`config.mk`:
```
export PLATFORM = sky130hd
export DESIGN_NAME = key_event_ctrl
export DESIGN_NICKNAME = d
export VERILOG_FILES = /design/src/rtl/key_event_ctrl.sv
export SDC_FILE = /design/constraint.sdc
export NUM_CORES = 1
export LEC_CHECK = 0
export ABC_AREA = 1
export CAP_MARGIN = 15
export CORE_MARGIN = 5
export CORE_UTILIZATION = 55
export CTS_CLUSTER_SIZE = 20
export DETAILED_ROUTE_END_ITERATION = 6
export PLACE_DENSITY_LB_ADDON = 0.08
export SYNTH_ARGS = -nofsm -noshare
export SYNTH_HDL_FRONTEND = slang
export SYNTH_SLANG_ARGS = --single-unit
```
`constraint.sdc`:
```
create_clock -name Clk -period 2.51 [get_ports Clk]
set_input_delay 0.502 -clock Clk [delete_from_list [all_inputs] [get_ports Clk]]
set_output_delay 0.502 -clock Clk [all_outputs]
set_load 0.05 [all_outputs]
```
`src/rtl/key_event_ctrl.sv`:
```
// key_event_ctrl
//   Turns per-key debounced flag/level pairs from a bank of key filters into
//   PRESS / RELEASE / LONG / REPEAT events. Each key owns a small FSM, a hold
//   counter and a one-entry pending slot; a round-robin arbiter moves one
//   pending event per cycle into a show-ahead FIFO read over valid/ready.
//
// Ports
//   Clk        system clock (single domain)
//   Reset      synchronous, active-high reset
//   key_flag   per-key one-cycle pulse on debounced level change
//   key_state  per-key debounced level (1 = released, 0 = pressed)
//   evt_valid  FIFO head holds an event
//   evt_ready  consumer accepts the head this cycle
//   evt_key    key index of the head event
//   evt_type   0 PRESS, 1 RELEASE, 2 LONG, 3 REPEAT
//   overflow   sticky; an event was dropped because its key's slot was busy
module key_event_ctrl #(
  parameter int unsigned N_KEYS     = 4,
  parameter int unsigned LONG_CNT   = 50_000_000,
  parameter int unsigned REPEAT_CNT = 10_000_000,
  parameter int unsigned FIFO_DEPTH = 4
) (
  input  logic                        Clk,
  input  logic                        Reset,
  input  logic [N_KEYS-1:0]           key_flag,
  input  logic [N_KEYS-1:0]           key_state,
  output logic                        evt_valid,
  input  logic                        evt_ready,
  output logic [$clog2(N_KEYS)-1:0]   evt_key,
  output logic [1:0]                  evt_type,
  output logic                        overflow
);

  localparam int unsigned KW = $clog2(N_KEYS);
  localparam int unsigned AW = $clog2(FIFO_DEPTH);

  localparam logic [31:0] LONG_TC   = 32'(LONG_CNT - 1);
  localparam logic [31:0] REPEAT_TC = 32'(REPEAT_CNT - 1);

  localparam logic [1:0] EvPress   = 2'd0;
  localparam logic [1:0] EvRelease = 2'd1;
  localparam logic [1:0] EvLong    = 2'd2;
  localparam logic [1:0] EvRepeat  = 2'd3;

  typedef enum logic [1:0] {StIdle, StPressed, StHeld} state_e;

  // Per-key state
  state_e            r_st     [N_KEYS];
  logic [31:0]       r_cnt    [N_KEYS];
  logic [N_KEYS-1:0] r_pend_v;
  logic [1:0]        r_pend_t [N_KEYS];
  logic              r_overflow;

  // Event raised by each key on the coming edge
  logic [N_KEYS-1:0] w_raise;
  logic [1:0]        w_rtype  [N_KEYS];

  // Arbiter
  logic [KW-1:0]     r_ptr;
  logic [KW-1:0]     w_idx;
  logic              w_gnt;
  logic [KW-1:0]     w_gnt_idx;
  logic [N_KEYS-1:0] w_gnt_oh;

  // FIFO; pointers carry one wrap bit to tell full from empty
  logic [AW:0]       r_wr;
  logic [AW:0]       r_rd;
  logic [KW+1:0]     r_mem [FIFO_DEPTH];
  logic              w_empty;
  logic              w_full;
  logic              w_pop;
  logic [KW+1:0]     w_head;

  assign w_empty = (r_wr == r_rd);
  assign w_full  = (r_wr[AW] != r_rd[AW]) && (r_wr[AW-1:0] == r_rd[AW-1:0]);
  assign w_pop   = !w_empty && evt_ready;
  assign w_head  = r_mem[r_rd[AW-1:0]];

  assign evt_valid = !w_empty;
  assign evt_key   = w_head[KW+1:2];
  assign evt_type  = w_head[1:0];
  assign overflow  = r_overflow;

  // Event decode. A release flag takes precedence over a terminal count on
  // the same cycle, so LONG/REPEAT is suppressed then.
  always_comb begin
    for (int unsigned k = 0; k < N_KEYS; k++) begin
      w_raise[k] = 1'b0;
      w_rtype[k] = EvPress;
      unique case (r_st[k])
        StIdle: begin
          if (key_flag[k] && !key_state[k]) begin
            w_raise[k] = 1'b1;
            w_rtype[k] = EvPress;
          end
        end
        StPressed: begin
          if (key_flag[k] && key_state[k]) begin
            w_raise[k] = 1'b1;
            w_rtype[k] = EvRelease;
          end else if (r_cnt[k] == LONG_TC) begin
            w_raise[k] = 1'b1;
            w_rtype[k] = EvLong;
          end
        end
        StHeld: begin
          if (key_flag[k] && key_state[k]) begin
            w_raise[k] = 1'b1;
            w_rtype[k] = EvRelease;
          end else if (r_cnt[k] == REPEAT_TC) begin
            w_raise[k] = 1'b1;
            w_rtype[k] = EvRepeat;
          end
        end
        default: ;
      endcase
    end
  end

  // Round-robin search starting at r_ptr; no grant while the FIFO is full,
  // even if it pops on the same edge.
  always_comb begin
    w_gnt     = 1'b0;
    w_gnt_idx = '0;
    w_idx     = '0;
    for (int unsigned i = 0; i < N_KEYS; i++) begin
      w_idx = KW'((32'(r_ptr) + i) % N_KEYS);
      if (!w_gnt && r_pend_v[w_idx]) begin
        w_gnt     = 1'b1;
        w_gnt_idx = w_idx;
      end
    end
    if (w_full) begin
      w_gnt = 1'b0;
    end
    w_gnt_oh = '0;
    if (w_gnt) begin
      w_gnt_oh[w_gnt_idx] = 1'b1;
    end
  end

  // Key FSMs, counters and pending slots
  always_ff @(posedge Clk) begin
    if (Reset) begin
      for (int unsigned k = 0; k < N_KEYS; k++) begin
        r_st[k]     <= StIdle;
        r_cnt[k]    <= '0;
        r_pend_t[k] <= EvPress;
      end
      r_pend_v   <= '0;
      r_overflow <= 1'b0;
    end else begin
      for (int unsigned k = 0; k < N_KEYS; k++) begin
        unique case (r_st[k])
          StIdle: begin
            if (key_flag[k] && !key_state[k]) begin
              r_st[k]  <= StPressed;
              r_cnt[k] <= '0;
            end
          end
          StPressed: begin
            if (key_flag[k] && key_state[k]) begin
              r_st[k]  <= StIdle;
              r_cnt[k] <= '0;
            end else if (r_cnt[k] == LONG_TC) begin
              r_st[k]  <= StHeld;
              r_cnt[k] <= '0;
            end else begin
              r_cnt[k] <= r_cnt[k] + 32'd1;
            end
          end
          StHeld: begin
            if (key_flag[k] && key_state[k]) begin
              r_st[k]  <= StIdle;
              r_cnt[k] <= '0;
            end else if (r_cnt[k] == REPEAT_TC) begin
              r_cnt[k] <= '0;
            end else begin
              r_cnt[k] <= r_cnt[k] + 32'd1;
            end
          end
          default: begin
            r_st[k]  <= StIdle;
            r_cnt[k] <= '0;
          end
        endcase

        // A slot being granted this edge counts as free for a new event.
        if (w_raise[k] && (!r_pend_v[k] || w_gnt_oh[k])) begin
          r_pend_v[k] <= 1'b1;
          r_pend_t[k] <= w_rtype[k];
        end else if (w_gnt_oh[k]) begin
          r_pend_v[k] <= 1'b0;
        end

        if (w_raise[k] && r_pend_v[k] && !w_gnt_oh[k]) begin
          r_overflow <= 1'b1;
        end
      end
    end
  end

  // Arbiter pointer and FIFO
  always_ff @(posedge Clk) begin
    if (Reset) begin
      r_ptr <= '0;
      r_wr  <= '0;
      r_rd  <= '0;
      for (int unsigned i = 0; i < FIFO_DEPTH; i++) begin
        r_mem[i] <= '0;
      end
    end else begin
      if (w_gnt) begin
        r_ptr                <= (w_gnt_idx == KW'(N_KEYS - 1)) ? '0 : w_gnt_idx + 1'b1;
        r_mem[r_wr[AW-1:0]]  <= {w_gnt_idx, r_pend_t[w_gnt_idx]};
        r_wr                 <= r_wr + 1'b1;
      end
      if (w_pop) begin
        r_rd <= r_rd + 1'b1;
      end
    end
  end

endmodule
```
==> results.cfg, run 1 <==
[cts]
clockRootBuffer = clkbuf_16
tritoncts = yes
htree_levels = 4
clk_pin_slew_ns = 0.07
cts_hold_repair.buffers = 0
clock_sinks = 175
cts_inserted_buffers = 17
insertion_delay_ns = 0.43
clk_path_buf_depth = 2

[logic_synthesis]
synth.area.top_cells = edfxtp_1, nand2_1, nor2_1
yosysSeqAreaShare_pct = 41.66
ys_types = 54
synth_cells = 1586
synth_common_cells = nand2_1, nor2_1, inv_1, edfxtp_1, nand3_1
yosysWarnings = 0
yosys.area.top_type = edfxtp_1
syn-num-nets = 1623
synth_edf_count = 160
synth_top_flop_cell = edfxtp_1
avgSynthCellArea_sq_um = 7.726
ys_ff_latch = 175
synth_area_sq_um = 12250
synth_top_area_share_pct = 39.21
synth.most_common_cell = nand2_1
async_reset_ff_share_pct = 0

[critical_path]
crit_type = register to register
cp_data_arrival_time_ns = 2.60
crit_path_max_fanout = 9
cp_data_required_time_ns = 2.71
critPathCaptureType = register
start_kind = register

[detailed_routing]
drt_iter0_drc = 862
wl_mm = 28.77
drc = 0
viasPerCell = 5.496
wl_per_cell_um = 14.67
vias = 10780
dr.pass1.iters = 5
antenna_left = 0

[finish]
area_growth_pct = 13.75
multi_input_area_sq_um = 6185
drive_above_1_share_pct = 13.33
utilization_pct = 63.67
final.fill_count = 2002
diodes = 0
layout.nets = 1705
seqCellArea_sq_um = 5110
fin_area_sq_um = 13940

[placed_design]
dpl-instance-area_sq_um = 13150
port_buffers = 16
place_ws_ns = 0.02192
hpwlAfterDp_mm = 21.73
place.gp.congestion = 0.9194

[timing]
maxSlewHeadroom_pct = 61.52
worstMarginPinSlew_ns = 0.5724
fmax_mhz = 415.8
clock_skew_ns = 0.01056
finalSetupTns_ns = 0
setup_viol = 0
min_period_over_period_pct = 95.81
maxSlewViolCount = 0
fin_ws_ns = 0.1053
period_minus_slack_ns = 2.405
hold_viol_final = 0

[flow_run]
maxCapViolCount = 0

[global_routing]
grt_usage_pct = 22.08
grt_max_degree = 33
grt_overflow = 0
antenna_found_initial = 0
grt_pass1_wl_mm = 47.37
grt_pass1_vias = 9999

[power_and_ir_drop]
total_power_mw = 9.478
p_leak_nw = 5.563
power_density_nw_per_um2 = 680.0
ir_drop_uv = 574.7

[floorplanning]
die_h_um = 159.3
start_util_pct = 55.97
fp-row-count = 54
die_x_um = 159.3
die_area_sq_um = 25360
coreArea_sq_um = 21890
ios = 17

[status]
status = finished, final reports clean

[hold_path]
hold_class = register to register
[what timing repair did]
action | CTS | global route
pin swaps | 0 | 6
setup endpoints to repair | 5 | 156
setup buffers | 0 | 9
gates cloned | 0 | 2
resized for setup | 5 | 23
[worst max-delay path, stage by stage, from the launching register on]
cell,delay (ns)
edfxtp_1,0.45
inv_1,0.12
nand2_1,0.06
nor2_1,0.21
nand2_1,0.11
nor2_1,0.23
a21oi_1,0.14
nand3_1,0.14
o21ai_1,0.09
a31oi_1,0.20
nand2_2,0.19
clkbuf_16,0.22
[final timing paths]
kind	endpoint	slack [ns]	cells after the start	startpoint
setup / recovery	r_cnt[3][27]	0.11	11	r_cnt[3][13]
hold / removal	r_wr[2]	0.47	1	r_wr[2]
setup reg to reg	r_cnt[3][27]	0.11	11	r_cnt[3][13]
hold reg to reg	r_wr[2]	0.47	1	r_wr[2]
[state kept, by name, indices dropped and copies added (netlist names), named ones only]
name and flops:
r_cnt 128, r_mem 16, r_pend_t 8, r_st 8
r_pend_v 4, r_rd 3, r_wr 3, r_ptr 2
overflow 1
[cells by family after synthesis]
group / after synthesis / share of synthesized area, %
AOI/OAI and AO/OA: 122 / 5.923
xor gates and xnor gates: 72 / 5.146
adders and majority gates: 26 / 2.655
buffers and inverters: 256 / 8.455
DFF: 175 / 41.66
and+or+nand+nor: 935 / 36.16
[cell type report]
cell class,instances,share of cell area (%)
multi-input cells,1155,44.37
flip-flops and latches,175,36.66
inverters,231,6.275
repair buffers,88,5.862
clock buffers,22,3.716
well taps,280,2.513
clock inverters,10,0.6014
[per-layer routing]
metal  track usage, %  wire, um  vias up
li1                 -         -     5471
met1            31.89     13690     4974
met2            35.42     13250      298
met3            3.132      1469       34
met4            5.157       362        0
met5                0         0        -
[through the flow]
| stage | hold WS [ns] | std cells |
|---|---|---|
| CTS | 0.4731 | 1950 |
| finish | 0.4695 | 1961 |
| global route | 0.4917 | 1961 |
| global placement | 0.4601 | 1918 |
| detailed placement | 0.4616 | 1918 |
| floorplan | 0.4417 | 1586 |
[cells in the final DEF (no fill, tap or decap), types with 17 or more instances in the layout]
cell       instances
nand2_1          297
nor2_1           278
inv_1            211
edfxtp_1         160
nand3_1           97
nor3_1            80
buf_4             63
xor2_1            60
nand4_1           54
a21oi_1           42
o21ai_0           30
ha_1              25
nand2_2           23
clkbuf_16         22
nor4_1            19
inv_2             17
nor3_2            17
[where the power goes]
group	internal [mW]	switching [mW]	total [mW]	leakage, nW
logic	0.912	1.85	2.77	3.43
clock network	1.50	1.20	2.70	0.291
registers	3.64	0.371	4.01	1.84
Note: power is estimated with default switching activity, not from simulation.
==> run 2: changes to the inputs <==
--- a/config.mk
+++ b/config.mk
@@ -8,10 +8,11 @@
 export ABC_AREA = 1
 export CAP_MARGIN = 15
 export CORE_MARGIN = 5
-export CORE_UTILIZATION = 55
+export CORE_UTILIZATION = 50
 export CTS_CLUSTER_SIZE = 20
 export DETAILED_ROUTE_END_ITERATION = 6
 export PLACE_DENSITY_LB_ADDON = 0.08
+export SLEW_MARGIN = 20
 export SYNTH_ARGS = -nofsm -noshare
 export SYNTH_HDL_FRONTEND = slang
 export SYNTH_SLANG_ARGS = --single-unit
==> run 2 against run 1 <==
Count of clock-buffer cells in the layout down 5. Maximum frequency is 0.80% higher. Global-route usage fell by 1.5 points. Setup slack better by 0.019 ns. Critical path depth up 1. Cell count grew 2.1%. Sequential power barely moved. Register-to-register slack better by 0.02 ns. Routed wire length grew 0.85%. Non-clock buffer count fell by 2. Critical endpoint is now r_cnt[3][0]. Largest cell class unchanged.
==> results.cfg, run 2 (same netlist as run 1, synthesis figures left out) <==
[cts]
htree_levels = 4
clk_pin_slew_ns = 0.07
tritoncts = yes
clockRootBuffer = clkbuf_16
clk_path_buf_depth = 2
insertion_delay_ns = 0.44
cts_hold_repair.buffers = 0
cts_inserted_buffers = 17
clock_sinks = 175

[power_and_ir_drop]
p_int_mw = 6.017
ir_drop_uv = 662.1
pwr-share-comb_pct = 29.9
power_density_nw_per_um2 = 682.4
p_leak_nw = 5.567
power.switching_mw = 3.548
swShare_pct = 37.09
p_seq_share_pct = 42.1
power_frac_clock_pct = 28.1

[critical_path]
critPathTopFamily = simple AND/OR/NAND/NOR gates
cp_slowest_stage_delay_ns = 0.40
path_cells = ha_2 > nand2_2 > nor2_4 > nand2_2 > inv_1 > nand4_1 > nor3_4 > nand2_2 > nand2_1 > nor3_1 > nand2_2 > clkbuf_16
reg2reg_setup_slack_ns = 0.12
cp_data_arrival_time_ns = 2.54
critPathBufInv = 2
cp_common_cell = nand2_2
r2r-start = r_cnt[3][0]
cp_slowest_cell = edfxtp_1
r2r-end = r_cnt[3][0]
reg2reg_depth = 12
cp_data_required_time_ns = 2.66
cp-startpoint = r_cnt[3][0]
crit_type = register to register
crit_path_max_fanout = 5
start_kind = register
critPathCaptureType = register

[finish]
layout_common_cells = nand2_1, nor2_1, inv_1, edfxtp_1, nand3_1
regMostFlops = r_cnt
utilization_pct = 57.81
reg_top3 = r_cnt: 128 flops, r_mem: 16 flops
final.fill_count = 2331
fin_area_sq_um = 14020
drive_above_1_share_pct = 13.88
mostFrequentLayoutCell = nand2_1
final_cells = 2003
layout.nets = 1703
diodes = 0
largest_register_ffs = 128
area_growth_pct = 14.40

[floorplanning]
start_util_pct = 50.53
die_h_um = 166.5
ios = 17
die_x_um = 166.5
fp-row-count = 57
coreArea_sq_um = 24250
die_area_sq_um = 27740

[placed_design]
dpl-instance-area_sq_um = 13210
port_buffers = 16
place.gp.congestion = 0.9647
hpwlAfterDp_mm = 21.93
dp_cells = 1960

[detailed_routing]
viasPerCell = 5.329
vias = 10670
drc = 0
wl_mm = 29.01
dr.pass1.iters = 5
antenna_left = 0
wl_per_cell_um = 14.48
drt_iter0_drc = 760

[hold_path]
worstHoldPathCells = 1
hold_class = register to register
min_from = r_wr[2]
hold_path_end = r_wr[2]

[timing]
setup_viol = 0
maxSlewHeadroom_pct = 63.19
worstMarginPinSlew_ns = 0.5476
holdWs_ns = 0.4705
maxSlewViolCount = 0
period_minus_slack_ns = 2.386
fmax_mhz = 419.2
min_period_over_period_pct = 95.04
rsz0062_at_grt = yes
hold_viol_final = 0
finalSetupTns_ns = 0
clock_skew_ns = 0.01417

[global_routing]
antenna_found_initial = 0
grt_pass1_vias = 10030
grt_pass1_wl_mm = 48.47
grt_max_degree = 33
grt_overflow = 0
grt_usage_pct = 20.59

[flow_run]
maxCapViolCount = 0

[status]
status = finished, final reports clean
==> run 2: cell type report <==
| class | count | area [sq um] | share of cell area [%] |
|---|---|---|---|
| clock buffer | 17 | 425.4 | 3.035 |
| inverter | 231 | 874.6 | 6.239 |
| sequential | 175 | 5107 | 36.44 |
| multi-input combinational | 1155 | 6236 | 44.49 |
| tap | 324 | 405.4 | 2.892 |
| clock inverter | 15 | 150.1 | 1.071 |
| timing repair buffer | 86 | 818.3 | 5.838 |
==> run 2: how the worst max path moves through the flow <==
| stage | to | slack, ns | depth (start not counted) |
|---|---|---|---|
| 6_report | r_cnt[3][0] | 0.12 | 12 |
| 3_5_place_dp | r_cnt[2][9] | -0.03 | 8 |
| 3_3_place_gp | r_cnt[0][19] | 0.01 | 8 |
| 2_1_floorplan | r_cnt[1][0] | 0.01 | 7 |
| 4_1_cts | r_cnt[2][29] | 0.11 | 11 |
| 5_1_grt | r_cnt[3][0] | -0.04 | 12 |
==> run 2: power by group through the flow <==
stage	combinational (mW)	sequential [mW]	clock [mW]
3_3_place_gp	2.75	4.07	0
5_1_grt	3.21	4.08	2.86
6_report	2.86	4.02	2.69
4_1_cts	2.75	4.01	2.75
3_5_place_dp	2.79	4.07	0
2_1_floorplan	2.01	3.96	0
==> run 2: routing by layer <==
layer | vias up | share of wire, % | track usage [%] | routed length (um)
met3 | 28 | 3.8 | 2.560 | 1101
met1 | 4967 | 49 | 30.16 | 14340
li1 | 5449 | - | - | -
met5 | - | 0 | 0 | 0
met2 | 229 | 46 | 32.75 | 13210
met4 | 0 | 1.2 | 4.945 | 353
==> run 2: per-stage QoR <==
| step | power [mW] | setup WS [ns] |
|---|---|---|
| floorplan | 5.970 | 0.01449 |
| global placement | 6.822 | 0.01197 |
| detailed placement | 6.865 | -0.02652 |
| CTS | 9.513 | 0.1080 |
| global route | 10.14 | -0.03827 |
| finish | 9.565 | 0.1245 |
==> run 2: worst reg2reg max path: cells and delay by family, from the launching register on <==
| kind | cells | cell delay, ns |
|---|---|---|
| flip-flops | 1 | 0.40 |
| adder cells (fa/ha/maj) | 1 | 0.22 |
| AND/OR/NAND/NOR | 9 | 1.22 |
| buffers and inverters | 2 | 0.28 |
==> run 2: timing repair <==
action,in CTS,in global routing
resized for setup,6,36
pin swaps,0,12
gates cloned,0,3
endpoints found under the setup margin,7,161
setup buffers,0,8
==> run 3: changes to the inputs <==
--- a/config.mk
+++ b/config.mk
@@ -6,7 +6,6 @@
 export NUM_CORES = 1
 export LEC_CHECK = 0
 export ABC_AREA = 1
-export CAP_MARGIN = 15
 export CORE_MARGIN = 5
 export CORE_UTILIZATION = 50
 export CTS_CLUSTER_SIZE = 20
==> results of run 3 <==
Final layout, timing and power as in run 2 (identical DEF).
